==> src/rtl/status_telemetry_tx.sv <==
// status_telemetry_tx
// Serialises a 7-byte home-status frame (SOF, seq, temperature, window/door,
// person/status-high, status-low, XOR checksum) into a byte-wide UART TX.
// Frames are started by a host request, a periodic tick or a rising alert.
// Triggers that cannot be served at once are held in a one-deep pending bit.
module status_telemetry_tx #(
    parameter int unsigned PERIOD_CYCLES  = 100_000_000,
    parameter int unsigned TIMEOUT_CYCLES = 2_000_000,
    parameter logic [7:0]  SOF            = 8'hA5
) (
    input  logic       clk,
    input  logic       reset,
    input  logic       enable_i,
    input  logic       req_i,
    input  logic [7:0] temperature_i,
    input  logic [3:0] window_i,
    input  logic [3:0] door_i,
    input  logic [3:0] person_i,
    input  logic [5:0] status_i,
    output logic       tx_send_o,
    output logic [7:0] tx_data_o,
    input  logic       tx_done_i,
    output logic       busy_o,
    output logic       frame_done_o,
    output logic       timeout_o,
    output logic [7:0] seq_o
);

    localparam logic [31:0] LP_PERIOD_LAST  = 32'(PERIOD_CYCLES - 1);
    localparam logic [31:0] LP_TIMEOUT_LAST = 32'(TIMEOUT_CYCLES - 1);

    typedef enum logic [1:0] {
        ST_IDLE = 2'd0,
        ST_SEND = 2'd1,
        ST_WAIT = 2'd2
    } state_t;

    state_t      r_state;
    state_t      w_state_next;

    logic [31:0] r_period_cnt;
    logic        w_tick;
    logic        r_alert_prev;
    logic        w_alert_rise;
    logic        w_trigger;

    logic        r_pending;
    logic        w_pending_next;
    logic [2:0]  r_idx;
    logic [2:0]  w_idx_next;
    logic [2:0]  w_idx_inc;
    logic [31:0] r_wait_cnt;
    logic [31:0] w_wait_cnt_next;
    logic [7:0]  r_seq;
    logic [7:0]  w_seq_next;
    logic [7:0]  r_tx_data;
    logic [7:0]  w_tx_data_next;
    logic        r_frame_done;
    logic        w_frame_done_next;
    logic        w_timeout;
    logic        w_capture;

    // Frame snapshot, frozen on the edge that leaves IDLE
    logic [7:0]  r_snap_seq;
    logic [7:0]  r_snap_temp;
    logic [3:0]  r_snap_win;
    logic [3:0]  r_snap_door;
    logic [3:0]  r_snap_person;
    logic [5:0]  r_snap_status;

    logic [7:0]  w_frame [0:7];
    logic [7:0]  w_csum;

    genvar gi;

    assign w_tick       = (r_period_cnt == LP_PERIOD_LAST);
    assign w_alert_rise = status_i[1] & ~r_alert_prev;
    assign w_trigger    = req_i | w_tick | w_alert_rise;
    assign w_idx_inc    = r_idx + 3'd1;

    // Frame bytes built from the snapshot; entry 7 is never addressed
    assign w_frame[0] = SOF;
    assign w_frame[1] = r_snap_seq;
    assign w_frame[2] = r_snap_temp;
    assign w_frame[3] = {r_snap_win, r_snap_door};
    assign w_frame[4] = {r_snap_person, r_snap_status[5:2]};
    assign w_frame[5] = {6'b0, r_snap_status[1:0]};
    assign w_frame[6] = w_csum;
    assign w_frame[7] = 8'h00;

    generate
        for (gi = 0; gi < 8; gi++) begin : g_csum
            assign w_csum[gi] = w_frame[1][gi] ^ w_frame[2][gi] ^ w_frame[3][gi]
                              ^ w_frame[4][gi] ^ w_frame[5][gi];
        end
    endgenerate

    // Free-running period counter, independent of enable_i
    always_ff @(posedge clk) begin
        if (reset) begin
            r_period_cnt <= '0;
        end else if (w_tick) begin
            r_period_cnt <= '0;
        end else begin
            r_period_cnt <= r_period_cnt + 32'd1;
        end
    end

    // Next-state, pending merge, byte sequencing and wait timeout
    always_comb begin
        w_state_next      = r_state;
        w_pending_next    = r_pending | w_trigger;
        w_idx_next        = r_idx;
        w_wait_cnt_next   = r_wait_cnt;
        w_seq_next        = r_seq;
        w_tx_data_next    = r_tx_data;
        w_frame_done_next = 1'b0;
        w_timeout         = 1'b0;
        w_capture         = 1'b0;
        case (r_state)
            ST_IDLE: begin
                if (enable_i && (w_trigger || r_pending)) begin
                    w_capture      = 1'b1;
                    w_idx_next     = 3'd0;
                    w_pending_next = 1'b0;
                    w_tx_data_next = SOF;
                    w_state_next   = ST_SEND;
                end
            end
            ST_SEND: begin
                w_wait_cnt_next = '0;
                w_state_next    = ST_WAIT;
            end
            ST_WAIT: begin
                if (tx_done_i) begin
                    if (r_idx < 3'd6) begin
                        w_idx_next     = w_idx_inc;
                        w_tx_data_next = w_frame[w_idx_inc];
                        w_state_next   = ST_SEND;
                    end else begin
                        w_frame_done_next = 1'b1;
                        w_seq_next        = r_seq + 8'd1;
                        w_state_next      = ST_IDLE;
                    end
                end else if (r_wait_cnt == LP_TIMEOUT_LAST) begin
                    w_timeout    = 1'b1;
                    w_state_next = ST_IDLE;
                end else begin
                    w_wait_cnt_next = r_wait_cnt + 32'd1;
                end
            end
            default: begin
                w_state_next = ST_IDLE;
            end
        endcase
    end

    // State and control registers
    always_ff @(posedge clk) begin
        if (reset) begin
            r_state      <= ST_IDLE;
            r_pending    <= 1'b0;
            r_idx        <= 3'd0;
            r_wait_cnt   <= '0;
            r_seq        <= 8'd0;
            r_tx_data    <= 8'd0;
            r_frame_done <= 1'b0;
            r_alert_prev <= 1'b0;
        end else begin
            r_state      <= w_state_next;
            r_pending    <= w_pending_next;
            r_idx        <= w_idx_next;
            r_wait_cnt   <= w_wait_cnt_next;
            r_seq        <= w_seq_next;
            r_tx_data    <= w_tx_data_next;
            r_frame_done <= w_frame_done_next;
            r_alert_prev <= status_i[1];
        end
    end

    // Snapshot capture of inputs and sequence number at frame start
    always_ff @(posedge clk) begin
        if (reset) begin
            r_snap_seq    <= 8'd0;
            r_snap_temp   <= 8'd0;
            r_snap_win    <= 4'd0;
            r_snap_door   <= 4'd0;
            r_snap_person <= 4'd0;
            r_snap_status <= 6'd0;
        end else if (w_capture) begin
            r_snap_seq    <= r_seq;
            r_snap_temp   <= temperature_i;
            r_snap_win    <= window_i;
            r_snap_door   <= door_i;
            r_snap_person <= person_i;
            r_snap_status <= status_i;
        end
    end

    assign tx_send_o    = (r_state == ST_SEND);
    assign tx_data_o    = r_tx_data;
    assign busy_o       = (r_state != ST_IDLE);
    assign frame_done_o = r_frame_done;
    assign timeout_o    = w_timeout;
    assign seq_o        = r_seq;

endmodule

==> config.mk <==
export PLATFORM = sky130hd
export DESIGN_NAME = status_telemetry_tx
export DESIGN_NICKNAME = d
export VERILOG_FILES = /design/src/rtl/status_telemetry_tx.sv
export SDC_FILE = /design/constraint.sdc
export NUM_CORES = 1
export LEC_CHECK = 0
export CORE_ASPECT_RATIO = 0.7
export CORE_MARGIN = 2
export CORE_UTILIZATION = 25
export CTS_BUF_LIST = sky130_fd_sc_hd__clkbuf_4
export DETAILED_ROUTE_END_ITERATION = 7
export HOLD_SLACK_MARGIN = 0.1
export MAX_ROUTING_LAYER = met4
export PLACE_DENSITY_LB_ADDON = 0.05
export SETUP_SLACK_MARGIN = 0.15
export SLEW_MARGIN = 10
export SYNTH_ARGS = -nofsm -noshare
export SYNTH_HDL_FRONTEND = slang
export SYNTH_SLANG_ARGS = --single-unit
==> constraint.sdc <==
create_clock -name clk -period 5.6 [get_ports clk]
set_input_delay 1.12 -clock clk [delete_from_list [all_inputs] [get_ports clk]]
set_output_delay 1.12 -clock clk [all_outputs]
set_load 0.05 [all_outputs]
# [After elaboration in Yosys (flattened, before gate mapping)]
# Cells that the tools add are included.
[totals] ff_bits=122 latchBits=0 ramBits=0 romBits=0 inputBits=31 out_inout_bits=20 word_cells=105 mem_count=0
[classes] n_addsub=4 multipliers=0 n_div=0 order_cmp=2 n_eq_ne=10 shifts=0 muxes=27 bitwise=35 reduce_logical=12
[op_table] op="32-bit by 1-bit adder with 32-bit output, second input constant" n=2
[op_table] op="32-bit 2-to-1 mux" n=2
[op_table] op="32-bit case mux with 2 select lines" n=1
[op_table] op="8-bit 2-to-1 mux" n=5
[op_table] op="32-bit by 21-bit equality test with 1-bit output, second input constant" n=1
[op_table] op="32-bit by 27-bit equality test with 1-bit output, second input constant" n=1
[op_table] op="1-bit bitwise XOR" n=26
[op_table] op="8-bit binary-select mux with 3-bit select" n=1
[op_table] op="8-bit case mux with 2 select lines" n=1
[op_table] op="2-bit != test, second input constant" n=5
[op_table] op="1-bit 2-to-1 mux" n=9
[op_table] op="3-bit 2-to-1 mux" n=3
[op_table] op="8-bit by 1-bit adder with 8-bit output, second input constant" n=1
[op_table] op="2-bit 2-to-1 mux" n=3
[op_table] op="2-bit case mux with 3 select lines" n=1
[op_table] op="3-bit case mux with 2 select lines" n=1
[op_table] op="3-bit AND reduction" n=2
[op_table] op="2-bit nonzero test" n=3
[op_table] op="4-bit greater-or-equal comparator, second input constant" n=1
[op_table] op="1-bit NOT" n=4
[op_table] op="3-bit NOT with 4-bit output" n=1
[op_table] op="4-bit AND reduction" n=1
[op_table] op="3-bit by 1-bit adder with 3-bit output, second input constant" n=1
[op_table] op="3-bit < comparator, second input constant" n=1
[op_table] op="11 further kinds" n=13

# [Longest topological paths before layout]
[depth] depth_word=10 mapped_depth=9 depth_no_buf=7

# [Least setup slack after synthesis]
# No wires, ideal clock.
[synth_path] path_type="flip-flop to output port" start="register r_state[0]" end="output timeout_o" arrival_time_ps=2171 required_time_ps=4480 path_slack_ps=2309 stages_incl_launch_ff=8 path_buffers=2 cell_sequence="dfxtp_1 -> inv_1 -> ha_1 -> buf_2 -> inv_2 -> clkbuf_1 -> or4_1 -> nor2_1"
[synth_between] elab_chain_cells=2
[synth_rtl] element="start, declared" line="38" rtl="state_t r_state;"
[synth_rtl] element="start signal, assigned" line="170" rtl="r_state <= w_state_next;"
[synth_rtl] element="2-bit equality test" line="120" rtl="case (r_state)"
[synth_rtl] element="1-bit 2-to-1 mux" line="120"
[synth_rtl] element="end, declared" line="25" rtl="output logic timeout_o,"
# Every way passes these cells.

# [Final worst setup path]
[layout_path] start="register r_wait_cnt[13]" end="output timeout_o"
[layout_between] elab_chain_cells=4
[layout_rtl] element="start, declared" line="52" rtl="logic [31:0] r_wait_cnt;"
[layout_rtl] element="start signal, assigned" line="173" rtl="r_wait_cnt <= w_wait_cnt_next;"
[layout_rtl] element="32-bit by 21-bit equality test with 1-bit output" line="145" rtl="end else if (r_wait_cnt == LP_TIMEOUT_LAST) begin"
[layout_rtl] element="1-bit 2-to-1 mux" line="145"
[layout_rtl] element="1-bit 2-to-1 mux" line="135" rtl="if (tx_done_i) begin"
[layout_rtl] element="1-bit 2-to-1 mux" line="120"
# Every way passes these cells.

==> flow_summary.ini <==
[yosys]
synth_flop_cell = dfxtp_1
synth.cell_area_um2 = 6220
ys_seq_area_share_pct = 39.3
ys_types = 63
synth_seq_cells = 122
synth_warnings = 0
synth_edf_count = 0
syn_avg_cell_area_um2 = 8.65
async_flop_share_pct = 0
syn_nets = 758
postSynthCellCount = 719

[sta]
setup_tns_ps = 0
fin_crit_ps = 4430
skew_ps = 19.0
worst_slew_pin_slew_ps = 1110
final-setup-viol-count = 0
fin_crit_sh_pct = 79.2
fmax_mhz = 226
drv_slew = 0
maxSlewHeadroom_pct = 25.8
hold_viol_final = 0
rsz0062_at_grt = no

[worst_setup_path]
reg2reg_slack_ps = 2800
reg2reg_from = r_state[0]
path_cells = nor4b_1 > nand4_1 > or4_1 > nor2_1 > clkdlybuf4s50_1
worst_setup_path_end_kind = output port
ff2ff_path_depth = 7
crit_start = r_wait_cnt[13]
cp_max_fo = 8
critPathKind = reg -> out
start_kind = flop
required_ps = 4480
cp_slowest_cell = clkdlybuf4s50_1
crit_end = timeout_o
arrival_ps = 3310
r2r_end = r_wait_cnt[23]
critPathMaxStageDelay_ps = 810

[grt]
grt-ovfl-total = 0
grt_pass1_wl_mm = 27.1
grt_pass1_vias = 4847
antenna_found_initial = 1
grt_start_max_net_pins = 71
grt_usage_pct = 14.0

[floorplan]
row_count = 48
chipHeight_um = 136
fp.coreArea_um2 = 24600
fp.dieArea_um2 = 26200
floorplan.die.width_um = 193
start_util_pct = 25.3
io-pin-count = 51

[clock_tree]
clockRootBuffer = clkbuf_4
cts_setup_buffers = 0
htreeDepth = 4
cts_buffers = 17
ctsResizeCount = 0
clock_path_buffers = 2
cts_tree = built
cts.sinks = 122
path_clk_slew_ps = 120
clk_latency_ps = 550
hold_buffers = 0

[layout]
area_delta_synth_final_pct = 17.2
drive_gt1_share_pct = 6.87
nets = 798

[worst_hold_path]
hp-class = reg -> reg

[pwr]
leakagePower_uw = 0.00244
ir_drop_mv = 0.105
power.total_uw = 2110
powerDensity_nw_per_um2 = 289

[drt]
vias = 5264
drt_pass1_iterations = 6
vias_per_cell = 4.79
final_antenna_net_count = 0
drc_errors = 0
avgRoutedWirePerCell_um = 15.6
drt_wl_total_mm = 17.1
drt_iter0_drc = 272

[place]
hpwl_mm = 12.1
gp_congestion = 0.741
portBuffers = 50

[run]
maxCapViolCount = 0

[status]
outcome = finished, final reports clean
## power by group
| group | leakage, uW | total (uW) | switching [uW] | internal [uW] |
|---|---|---|---|---|
| Clock | 0.000131 | 617 | 363 | 255 |
| Sequential | 0.000989 | 965 | 48.4 | 916 |
| Combinational | 0.00132 | 527 | 330 | 197 |
## metrics by stage
step	setup slack (ps)	area (um2)	util, %	hold WS [ps]	cells
floorplan	2310	6220	-	430	719
global placement	1790	7010	28.6	442	1064
detailed placement	1790	7010	28.6	453	1064
CTS	1130	7270	29.6	480	1096
global route	965	7290	29.7	503	1098
finish	1170	7290	29.7	474	1098
## flip-flops by register name, indices dropped and copies added, names as in the netlist
signal	flops
r_snap_seq	8
r_idx	3
frame_done_o	1
r_snap_temp	8
r_snap_status	6
r_snap_win	4
r_state	2
r_snap_door	4
r_pending	1
seq_o	8
r_period_cnt	32
r_snap_person	4
r_wait_cnt	32
r_alert_prev	1
tx_data_o	8
## synth_stat cells, drive strengths merged (4+ instances only)
cell      n  share of area, %
ha        8               1.6
xor2     25               3.5
o31a      4              0.56
buf      13               1.3
and3      9              0.91
nand3b    4              0.48
nand2b    6              0.60
nor2     62               3.7
o21ai    19               1.5
inv      12              0.72
xnor2    24               3.4
nor3     11              0.97
xor3      6               2.3
o31ai    14               1.8
nand2   108               6.5
or4      14               1.8
o211ai    6              0.72
a211oi    7              0.85
dfxtp   122                39
clkbuf   26               1.6
a311oi    5              0.70
nor2b     7              0.70
nand3    32               2.6
nand4    28               3.1
a21oi    33               2.7
and4      8               1.1
nor4     12               1.4
a31oi     4              0.40
or3      11               1.1
mux2i    42               6.8
and2      5              0.50
## worst min-delay path by stage
stage,startpoint,endpoint,slack (ps),cells after the start
after global routing,r_period_cnt[0],r_period_cnt[0],500,1
after global placement,r_period_cnt[0],r_period_cnt[0],440,1
final,r_period_cnt[0],r_period_cnt[0],470,1
after detailed placement,r_period_cnt[0],r_period_cnt[0],450,1
after floorplan,r_period_cnt[0],r_period_cnt[0],430,1
after CTS,r_wait_cnt[20],r_wait_cnt[20],480,2
## critical path, delay by kind of cell, from the launching register on
family	cells	cell delay, ps
and+or+nand+nor	4	1570
buffers and inverters	1	810
DFF	1	400
## placed cells by master, fill, tap and decap left out, drive strengths merged, types with 11 or more instances in the layout
| cell | netlist | routed |
|---|---|---|
| dfxtp | 122 | 122 |
| nand2 | 108 | 108 |
| nor2 | 62 | 62 |
| clkdlybuf4s50 | 0 | 50 |
| mux2i | 42 | 42 |
| a21oi | 33 | 33 |
| nand3 | 32 | 32 |
| nand4 | 28 | 28 |
| xor2 | 25 | 25 |
| xnor2 | 24 | 24 |
| o21ai | 19 | 19 |
| clkbuf | 26 | 17 |
| o31ai | 14 | 14 |
| or4 | 14 | 14 |
| nor4 | 12 | 12 |
| inv | 12 | 12 |
| or3 | 11 | 11 |
| nor3 | 11 | 11 |
## final cells by class
| type | instances | area [um2] |
|---|---|---|
| fillers | 2607 | 17300 |
| clock buffers | 17 | 128 |
| clock inverters | 15 | 134 |
| inverters | 12 | 45.0 |
| flip-flops and latches | 122 | 2440 |
| multi-input cells | 546 | 3550 |
| repair buffers | 60 | 579 |
| well taps | 325 | 407 |
| diodes | 1 | 2.50 |
## logic make-up after synthesis
logic type,after synthesis,synth area share (%)
compound gates,114,12.6
xor+xnor,55,9.20
fa+ha+maj,8,1.61
buf+inv,51,3.62
flops,122,39.3
mux,44,7.12
simple gates,325,26.6
## per-layer routing
metal / vias up / GRT usage, % / part of all wire, %
met1: 2509 / 21.1 / 56
li1: 2685 / - / -
met5: - / - / 0
met4: 0 / 3.69 / 0.95
met3: 9 / 3.46 / 3.7
met2: 61 / 18.0 / 39
Power figures use the tool's default switching activity.
==> RTL change: new RTL, config.mk and constraints unchanged <==
Encoding of `state_t`: now one-hot (3 bits for 3 states).
--- a/src/rtl/status_telemetry_tx.sv
+++ b/src/rtl/status_telemetry_tx.sv
@@ -30,8 +30,8 @@
     localparam logic [31:0] LP_TIMEOUT_LAST = 32'(TIMEOUT_CYCLES - 1);
 
-    typedef enum logic [1:0] {
-        ST_IDLE = 2'd0,
-        ST_SEND = 2'd1,
-        ST_WAIT = 2'd2
+    typedef enum logic [2:0] {
+        ST_IDLE = 3'b001,
+        ST_SEND = 3'b010,
+        ST_WAIT = 3'b100
     } state_t;
 
Check against the original RTL: same outputs for any inputs over 10 cycles, from zero or initial values and one cycle with reset high; not proved beyond that.
==> RTL change against the original RTL <==
- design area fell by 5.5%
- sequential power fell by 0.9%
- wire length down 10%
- sequential cell count increased by 1
- area after synthesis shrank 5.8%
- critical path depth is 1 lower
- setup slack improved by 270 ps
- total power decreased by 7.1%
- clock skew is 4.2 ps higher
- worst hold slack got worse by 5.4 ps
- largest cell class unchanged
==> RTL change: results (changes against the original RTL) <==
The remaining max-slew budget at the tightest pin is 31.9% (+6.1 points). The launch instance of the worst register-to-register path is r_idx[0]. The global routing met2 resource utilization is 17.8% (-0.22 points). The number of cells on the worst reg-to-reg path came out at 6 (-1). The distinct cell type count after synthesis came out at 62 (-1.6%). The routability congestion estimate is 0.779 (+5.1%). The critical path starts at tx_done_i. The part of the Yosys area used for sequential elements is 42.0% (+2.8 points). By area the synthesized netlist is led by dfxtp_1 (42%), nor2_1 (7.6%), mux2i_1 (7.2%).

The share of layout cells above drive strength 1 is 7.13% (+0.27 points). In the synthesized netlist, the cells that appear most often are dfxtp_1 (123), nor2_1 (119), nand2_1 (58). The leakage power summed over all cells came out at 2.38 nW (-2.6%).

The wire length of the first global-routing pass is 24700 um (-8.9%). The worst clock skew came out at 23.2 ps (+4.17 ps). The compound-gate portion of the synthesized area is 6.66% (-5.9 points).

The met1 track utilization from global routing is 19.0% (-2.1 points). The endpoint arrival time on the critical path was 3050 ps (-260 ps). The via count of the first global-routing pass came out at 4337 (-11%). The global routing usage on met3 was 4.10% (+0.64 points).

The run finished with clean final reports. The count of placed standard cells in the final layout, fillers left out came out at 1028 (-6.4%). The worst reg-to-reg setup slack came out at 2720 ps (-80 ps). The maximum number of pins on one net before global-route repair was 69 (-2.8%). The portion of netlist area occupied by mux cells is 8.33% (+1.2 points).

The placed wire-length estimate came out at 10800 um (-11%). The detailed-route wire length came to 15300 um (-10%). The final net count came out at 738 (-7.5%). The via count normalized by instance count is 4.44 (-7.4%). The worst-case vdd ir drop was 0.000107 V (+1.6%).

The post-synthesis average cell area is 8.93 sq um (+3.3%). The initial detailed-routing violation count came out at 309 (+14%).
RTL change: changes by cell type after synthesis, moves of 11 or more:
cell	delta
a21oi_1	-11
nand2_1	-50
or4_1	-11
nor2_1	+57
o31ai_1	-13
xnor2_1	+13
RTL change: cell families after synthesis:
| kind of cell | after synthesis |
|---|---|
| AND/OR/NAND/NOR | 309 |
| flip-flops | 123 |
| XOR/XNOR | 74 |
| AO/OA/AOI/OAI | 60 |
| multiplexers | 48 |
| buffers and inverters | 38 |
| adder cells (fa/ha/maj) | 4 |
RTL change: through the flow:
step           utilization (%)  hold WS [ps]  worst slack, ps
2_1_floorplan                -           426             1620
3_3_place_gp              28.9           441             1320
3_5_place_dp              28.9           450             1400
4_1_cts                   30.1           475             1390
5_1_grt                   30.1           495             1220
6_report                  30.1           469             1430
RTL change: per-layer routing:
layer  part of all wire (%)  wire (um)
met1                     55       8450
met2                     41       6260
met3                    3.3        505
met4                   0.75        115
met5                      0          0
RTL change: worst max-delay path: cells and delay by family:
| kind | cells | cell delay [ps] |
|---|---|---|
| buffers and inverters | 2 | 1360 |
| and+or+nand+nor | 2 | 570 |
RTL change: cell type report:
class                      count  area [sq um]
antenna                        1          2.50
clock buffer                  21           158
clock inverter                10           125
fill                        2436         16000
inverter                      13          48.8
multi-input combinational    495          3180
sequential                   123          2460
tap                          312           390
timing repair buffer          53           518
RTL change: power breakdown:
part           switching (W)  internal (W)
clock               0.000338      0.000320
combinational       0.000205      0.000140
sequential         0.0000395      0.000916
total               0.000583       0.00138
